==> src/rtl/inst_loader.sv <==
// inst_loader: write side of the instruction memory.
// Accepts a byte stream over valid/ready, assembles little-endian 32-bit
// instructions and issues one-cycle word writes at byte addresses
// BASE_ADDR + 4*index. Used to program code before the core leaves reset.
// Optional feature macro: INST_LOADER_CHECKSUM_EN adds a trailing XOR
// checksum byte after the last word (CHECK state, chk_err flag).
// INST_SIZE must stay 32: four bytes are assembled per instruction.
module inst_loader #(
  parameter int unsigned     SIZE      = 1024,
  parameter int unsigned     WORD      = 32,
  parameter int unsigned     INST_SIZE = 32,
  parameter logic [WORD-1:0] BASE_ADDR = {WORD{1'b0}}
) (
  input  logic                 clk,
  input  logic                 rst_n,
  input  logic                 start,
  input  logic [15:0]          num_words,
  input  logic [7:0]           in_data,
  input  logic                 in_valid,
  output logic                 in_ready,
  output logic                 mem_we,
  output logic [WORD-1:0]      mem_addr,
  output logic [INST_SIZE-1:0] mem_wdata,
  output logic                 busy,
  output logic                 done,
  output logic                 err,
  output logic                 chk_err
);

  localparam logic [1:0] ST_IDLE  = 2'd0;
  localparam logic [1:0] ST_RECV  = 2'd1;
  localparam logic [1:0] ST_WRITE = 2'd2;
`ifdef INST_LOADER_CHECKSUM_EN
  localparam logic [1:0] ST_CHECK = 2'd3;

  // Running checksum: XOR of every data byte of the current load.
  function automatic logic [7:0] csum_upd(input logic [7:0] acc, input logic [7:0] b);
    return acc ^ b;
  endfunction
`endif

  logic [1:0]           state_r;
  logic [15:0]          len_r;
  logic [15:0]          widx_r;
  logic [1:0]           bcnt_r;
  logic [23:0]          word_r;
  logic                 mem_we_r;
  logic [WORD-1:0]      mem_addr_r;
  logic [INST_SIZE-1:0] mem_wdata_r;
  logic                 done_r;
  logic                 err_r;
`ifdef INST_LOADER_CHECKSUM_EN
  logic                 chk_err_r;
  logic [7:0]           csum_r;
`endif

  logic                 in_ready_s;
  logic                 accept_s;
  logic                 last_word_s;
  logic                 len_bad_s;
  logic [WORD-1:0]      wr_addr_s;

  // Decode handshake readiness from the current state.
  always_comb begin
    in_ready_s = 1'b0;
    case (state_r)
      ST_RECV:  in_ready_s = 1'b1;
`ifdef INST_LOADER_CHECKSUM_EN
      ST_CHECK: in_ready_s = 1'b1;
`endif
      default:  in_ready_s = 1'b0;
    endcase
  end

  assign accept_s    = in_valid & in_ready_s;
  assign last_word_s = (widx_r == (len_r - 16'd1));
  assign len_bad_s   = (num_words == 16'd0) || (32'(num_words) > SIZE);
  assign wr_addr_s   = BASE_ADDR + (WORD'(widx_r) << 2);

  // Load sequencer: length check, byte assembly, word write, optional checksum.
  always_ff @(posedge clk or negedge rst_n) begin
    if (!rst_n) begin
      state_r     <= ST_IDLE;
      len_r       <= 16'd0;
      widx_r      <= 16'd0;
      bcnt_r      <= 2'd0;
      word_r      <= 24'd0;
      mem_we_r    <= 1'b0;
      mem_addr_r  <= {WORD{1'b0}};
      mem_wdata_r <= {INST_SIZE{1'b0}};
      done_r      <= 1'b0;
      err_r       <= 1'b0;
`ifdef INST_LOADER_CHECKSUM_EN
      chk_err_r   <= 1'b0;
      csum_r      <= 8'd0;
`endif
    end else begin
      mem_we_r <= 1'b0;
      case (state_r)
        ST_IDLE: begin
          if (start) begin
            done_r <= 1'b0;
            err_r  <= 1'b0;
`ifdef INST_LOADER_CHECKSUM_EN
            chk_err_r <= 1'b0;
            csum_r    <= 8'd0;
`endif
            if (len_bad_s) begin
              err_r  <= 1'b1;
              done_r <= 1'b1;
            end else begin
              len_r   <= num_words;
              widx_r  <= 16'd0;
              bcnt_r  <= 2'd0;
              state_r <= ST_RECV;
            end
          end
        end
        ST_RECV: begin
          if (accept_s) begin
            bcnt_r <= bcnt_r + 2'd1;
`ifdef INST_LOADER_CHECKSUM_EN
            csum_r <= csum_upd(csum_r, in_data);
`endif
            case (bcnt_r)
              2'd0: word_r[7:0]   <= in_data;
              2'd1: word_r[15:8]  <= in_data;
              2'd2: word_r[23:16] <= in_data;
              default: begin
                mem_we_r    <= 1'b1;
                mem_addr_r  <= wr_addr_s;
                mem_wdata_r <= {in_data, word_r};
                state_r     <= ST_WRITE;
              end
            endcase
          end
        end
        ST_WRITE: begin
          if (last_word_s) begin
`ifdef INST_LOADER_CHECKSUM_EN
            state_r <= ST_CHECK;
`else
            state_r <= ST_IDLE;
            done_r  <= 1'b1;
`endif
          end else begin
            widx_r  <= widx_r + 16'd1;
            state_r <= ST_RECV;
          end
        end
`ifdef INST_LOADER_CHECKSUM_EN
        ST_CHECK: begin
          if (accept_s) begin
            if (csum_upd(csum_r, in_data) != 8'd0) begin
              chk_err_r <= 1'b1;
            end
            done_r  <= 1'b1;
            state_r <= ST_IDLE;
          end
        end
`endif
        default: state_r <= ST_IDLE;
      endcase
    end
  end

  assign in_ready  = in_ready_s;
  assign busy      = (state_r != ST_IDLE);
  assign mem_we    = mem_we_r;
  assign mem_addr  = mem_addr_r;
  assign mem_wdata = mem_wdata_r;
  assign done      = done_r;
  assign err       = err_r;
`ifdef INST_LOADER_CHECKSUM_EN
  assign chk_err   = chk_err_r;
`else
  assign chk_err   = 1'b0;
`endif

endmodule

==> config.mk <==
export PLATFORM = sky130hd
export DESIGN_NAME = inst_loader
export DESIGN_NICKNAME = d
export VERILOG_FILES = /design/src/rtl/inst_loader.sv
export SDC_FILE = /design/constraint.sdc
export NUM_CORES = 1
export LEC_CHECK = 0
export CORE_MARGIN = 2
export CORE_UTILIZATION = 45
export CTS_BUF_LIST = sky130_fd_sc_hd__clkbuf_4
export CTS_CLUSTER_DIAMETER = 80
export DETAILED_ROUTE_END_ITERATION = 12
export PLACE_DENSITY_LB_ADDON = 0.1
export RECOVER_POWER = 25
export SYNTH_ARGS = -nofsm -noshare
export SYNTH_HDL_FRONTEND = slang
export SYNTH_SLANG_ARGS = --single-unit
export TNS_END_PERCENT = 20
==> constraint.sdc <==
create_clock -name clk -period 5.78 [get_ports clk]
set_clock_uncertainty 0.05 [all_clocks]
set_input_delay 1.156 -clock clk [delete_from_list [all_inputs] [get_ports clk]]
set_output_delay 1.156 -clock clk [all_outputs]
set_load 0.02 [all_outputs]
# Yosys cells after proc, flatten, opt, wreduce, memory -nomap -nowiden
# Index checks and enable logic that the tools add are counted.
# totals
reg_bits,111
latch_bits,0
mem_bits_rw,0
romBits,0
input_bits,28
out_inout_bits,70
wordCells,70
n_memories,0
# op_classes
n_addsub,3
mul,0
div_mod_pow,0
order_cmp,1
eq_ne,11
shifts,0
muxes,22
bitwise_logic,3
reduce_logical,18
# ops
operator,count
two-way mux 16 bit,3
case mux 16 bit (2 select lines),1
AND reduction 3 bit,6
"adder 16 x 1 -> 16 bit, second input constant",1
equality test 16 bit,1
"greater-than comparator 16 x 11 -> 1 bit, second input constant",1
logical NOT 16 bit,1
"subtractor 16 x 1 -> 16 bit, second input constant",1
two-way mux 2 bit,7
"inequality test 2 bit, second input constant",6
AND reduction 4 bit,3
two-way mux 1 bit,8
case mux 2 bit (3 select lines),1
nonzero test 2 bit,3
"equality test 2 x 1 -> 1 bit, second input constant",2
"equality test 2 bit, second input constant",2
logical NOT 2 bit,2
case mux 2 bit (2 select lines),1
OR reduction 3 bit,1
"adder 2 x 1 -> 2 bit, second input constant",1
inverter 1 bit,2
case mux 1 bit (2 select lines),1
AND reduction 2 bit,1
bitwise AND 1 bit,1
logical OR 1 bit,1

# Logic depth before layout (Yosys ltp)
# logic_depth
word_depth,5
mapped_depth,11

# Worst setup path before layout
# No wires, ideal clock.
# synth_timing
kind,flip-flop to flip-flop
start,reg len_r[5]
end,reg widx_r[10]
setup_time_ps,78
arrival_ps,2633
setup_slack_ps,3019
stages_incl_launch_ff,9
n_path_buf,1
cell_sequence,dfrtp_1 or4_4 or4_1 a32oi_1 o21ai_1 and4_4 buf_6 or4_1 a21oi_1
# synth_via
elab_chain_len,4
# synth_lines
element,line_no,text
start: declaration,43,logic [15:0] len_r;
start signal: assignment,112,len_r <= num_words;
subtractor 16 x 1 -> 16 bit,76,assign last_word_s = (widx_r == (len_r - 16'd1));
equality test 16 bit,76,
inequality test 2 bit (no line),--,
AND reduction 4 bit (no line),--,
end signal: assignment,147,widx_r <= widx_r + 16'd1;
end: declaration,44,logic [15:0] widx_r;
# Every way passes these cells.
# A chain may end at the register's enable or synchronous reset.

==> results.tsv <==
stage	metric	value	unit
finish	# nets final	656	
timing	setup TNS	0	ns
finish	ANT cells	0	
clock_network	clk_lat worst skew	0.48	ns
timing	Period minus WS final	3.72	ns
synthesis	predominant post-synthesis flop cell	dfrtp_1	
clock_network	PostCTS Resize Cnt	0	
clock_network	CTS tree	built	
floorplan	Die ar.	12500	um^2
worst_setup_path	Req. time, crit path	6.30	ns
synthesis	YS warnings	0	
worst_setup_path	Buffers & Inverters on Critical Path	2	
synthesis	synthesized area	5240	um^2
finish	Area Growth Syn to Fin	18.4	%
worst_setup_path	Worst path max stage delay	2.22	ns
worst_setup_path	CP max-delay cell	clkbuf_1	
drt	DRT Pass-1 Iters	4	
drt	final wirelength	11.5	mm
worst_setup_path	Startpoint Class	input pin	
worst_setup_path	worst flop-to-flop path endpoint	widx_r[9]	
clock_network	hold_buf cts	0	
synthesis	Cell variety after synth	54	
clock_network	H-tree levels	3	
drt	Vias	4034	
drt	WL/cell	15.0	um
power	pwr dens	462	nW/um^2
power	switching share of power	38.0	%
drt	Avg Vias per Cell	5.24	
timing	Slew @ Worst Pin	3.21	ns
power	Logic pwr share	39.2	%
clock_network	Reg clk slew, reported paths	0.18	ns
drt	initial drt markers	263	
timing	final hold viol count	0	
hold_path	HP Class	register to register	
timing	final-report max-slew violation count	60	
global_route	vias in the first global route	4003	
timing	# setup viols final	0	
global_route	Tot GR Track Use	19.3	%
synthesis	post-synthesis average cell area	9.42	um^2
clock_network	post-CTS setup buffer count	0	
synthesis	cells after synthesis	556	
synthesis	FFs w/ async S/R, synth	100	%
timing	Slew HR	-114	%
finish	most common cell after layout, fill and taps aside	nand2_1	
hold_path	WHS Path Cells	2	
power	Net Sw Power	1.09	mW
clock_network	Num CTS Buffers	9	
drt	drc violations	0	
placement	GP Congestion	0.867	
power	leak pwr	2.88	nW
timing	RSZ-0062 raised after global routing	false	
worst_setup_path	Crit Path Category	input pin to asynchronous set/reset pin	
floorplan	num rows	39	
synthesis	Post-synth EDFFs	0	
worst_setup_path	crit end category	asynchronous set/reset pin	
global_route	initial antenna violation count	0	
worst_setup_path	Crit path max-delay family	buffers and inverters	
global_route	global-route wire length before repair	19.7	mm
global_route	overflow left after global routing	0	
worst_setup_path	crit path max fanout	59	
finish	most frequent cells in the layout	nand2_1, dfrtp_1, clkdlybuf4s50_1, mux2_2, conb_1	
status	status	finished with violations	
power	maximum VDD drop	0.000245	V
timing	Fmax	0.269	GHz
floorplan	Chip Width	112	um
floorplan	Starting Density	46.1	%
floorplan	die height	112	um
worst_setup_path	worst endpoint data arrival time	4.24	ns
flow_run	Max Cap Violations	1	
floorplan	Ports	98	
hold_path	Hold Crit Start	word_r[23]	
worst_setup_path	CP cell instances	clkbuf_1, buf_4	
status	failing checks	capacitance limit, slew limit	
placement	DP Wirelength	8.05	mm
finish	Final Util	54.6	%
hold_path	Hold EP	mem_wdata[23]	
clock_network	Clock Sinks	111	
drt	Final ANT Viol Nets	0	
timing	crit share post-route	64.3	%
worst_setup_path	RR Startpoint	len_r[0]	
clock_network	Clock Tree Root	clkbuf_4	
power	Clock power frac	14.5	%
clock_network	CTS max path bufs	2	
synthesis	Seq/Total Area, Yosys	53.0	%
power	P_int	1.78	mW
worst_setup_path	Reg2Reg Setup Slack	2.56	ns
finish	share of cells above drive strength 1	8.45	%
global_route	largest net degree at the start of global routing	60	
placement	PortBufs	80	
power	sequential share of power	46.3	%
floorplan	core area	11400	um^2
worst_setup_path	worst r2r path cells	9	
synthesis	Yosys reg bits	111	
-- cell families (layout without fill, tap and decap cells) --
kind of cell | Yosys count | count (layout) | synth area share, %
adders and majority gates | 6 | 6 | 1.43
other | 1 | 17 | 0.0716
AOI/OAI and AO/OA | 65 | 65 | 7.96
DFF | 111 | 111 | 53.0
and+or+nand+nor | 270 | 270 | 23.3
buffers and inverters | 60 | 115 | 5.83
xor gates and xnor gates | 18 | 18 | 3.01
muxes | 25 | 25 | 5.38
-- sequential cells by signal (all words and copies together) (netlist names) --
register and count:
bcnt_r 2, done 1, err 1, len_r 16, mem_addr 16, mem_wdata 32, mem_we 1, state_r 2
widx_r 16, word_r 24
-- power by group through the flow --
stage	Clock (mW)	Sequential (mW)	Combinational, mW
finish	0.415	1.33	1.12
global route	0.463	1.38	1.23
CTS	0.428	1.33	1.14
detailed placement	0	1.35	1.13
global placement	0	1.33	1.11
floorplan	0	1.46	0.513
-- layer usage --
layer  routed length [um]  vias up  track usage (%)
met3                  587       11             3.43
met1                 5450     1945             27.1
met2                 5390      109             30.8
li1                     -     1969                -
met5                    0        -                0
met4                  114        0             5.76
-- cell usage after synthesis (4+ instances only) --
cell      count  area share, %
nor3_1        5           0.48
or4_1         9            1.3
dfrtp_1     111             53
or3_1         8           0.96
buf_1         5           0.36
a21oi_1      15            1.4
nand3_1       6           0.57
or2_2         4           0.48
and2_1        8           0.96
ha_1          6            1.4
inv_1        15            1.1
xnor2_1      12            2.0
o211ai_1      7            1.0
o31ai_1       7            1.0
o21ai_0      16            1.5
clkbuf_1     19            1.4
buf_4        17            2.4
nor4_1        8           0.96
nor2_1       11           0.79
mux2_2       25            5.4
nand2_1     190             14
xor2_1        6            1.0
-- metrics by stage --
step           std cells  setup slack (ns)  cell area, um^2  hold WS, ns  power, mW
4_1_cts              770              2.62             6210        0.427       2.89
6_report             770              2.06             6200        0.425       2.87
5_1_grt              770              1.48             6200        0.458       3.07
3_5_place_dp         754              2.22             6060        0.397       2.48
2_1_floorplan        572              3.02             5300        0.383       1.97
3_3_place_gp         754              2.29             6060        0.391       2.44
-- tightest hold or removal path, cell delays in order, from the launching register on --
cell     delay, ns
dfrtp_1       0.37
nand2_1       0.05
nand2_1       0.05
-- worst max path at each step --
stage / from / to / slack, ns / depth (start not counted)
global placement: num_words[1] / widx_r[5] / 2.29 / 9
global route: rst_n / word_r[3] / 1.48 / 2
floorplan: len_r[5] / widx_r[10] / 3.02 / 8
detailed placement: num_words[2] / widx_r[3] / 2.22 / 9
finish: rst_n / mem_addr[5] / 2.06 / 2
CTS: len_r[0] / widx_r[9] / 2.62 / 9
-- area by class of cell --
| type | instances | area, um^2 |
|---|---|---|
| clock buffers | 10 | 75.1 |
| well taps | 143 | 179 |
| multi-input cells | 401 | 2220 |
| clock inverters | 6 | 75.1 |
| repair buffers | 83 | 817 |
| inverters | 16 | 60.1 |
| fillers | 1099 | 5170 |
| flip-flops and latches | 111 | 2780 |
(Power assumes the default switching activity.)
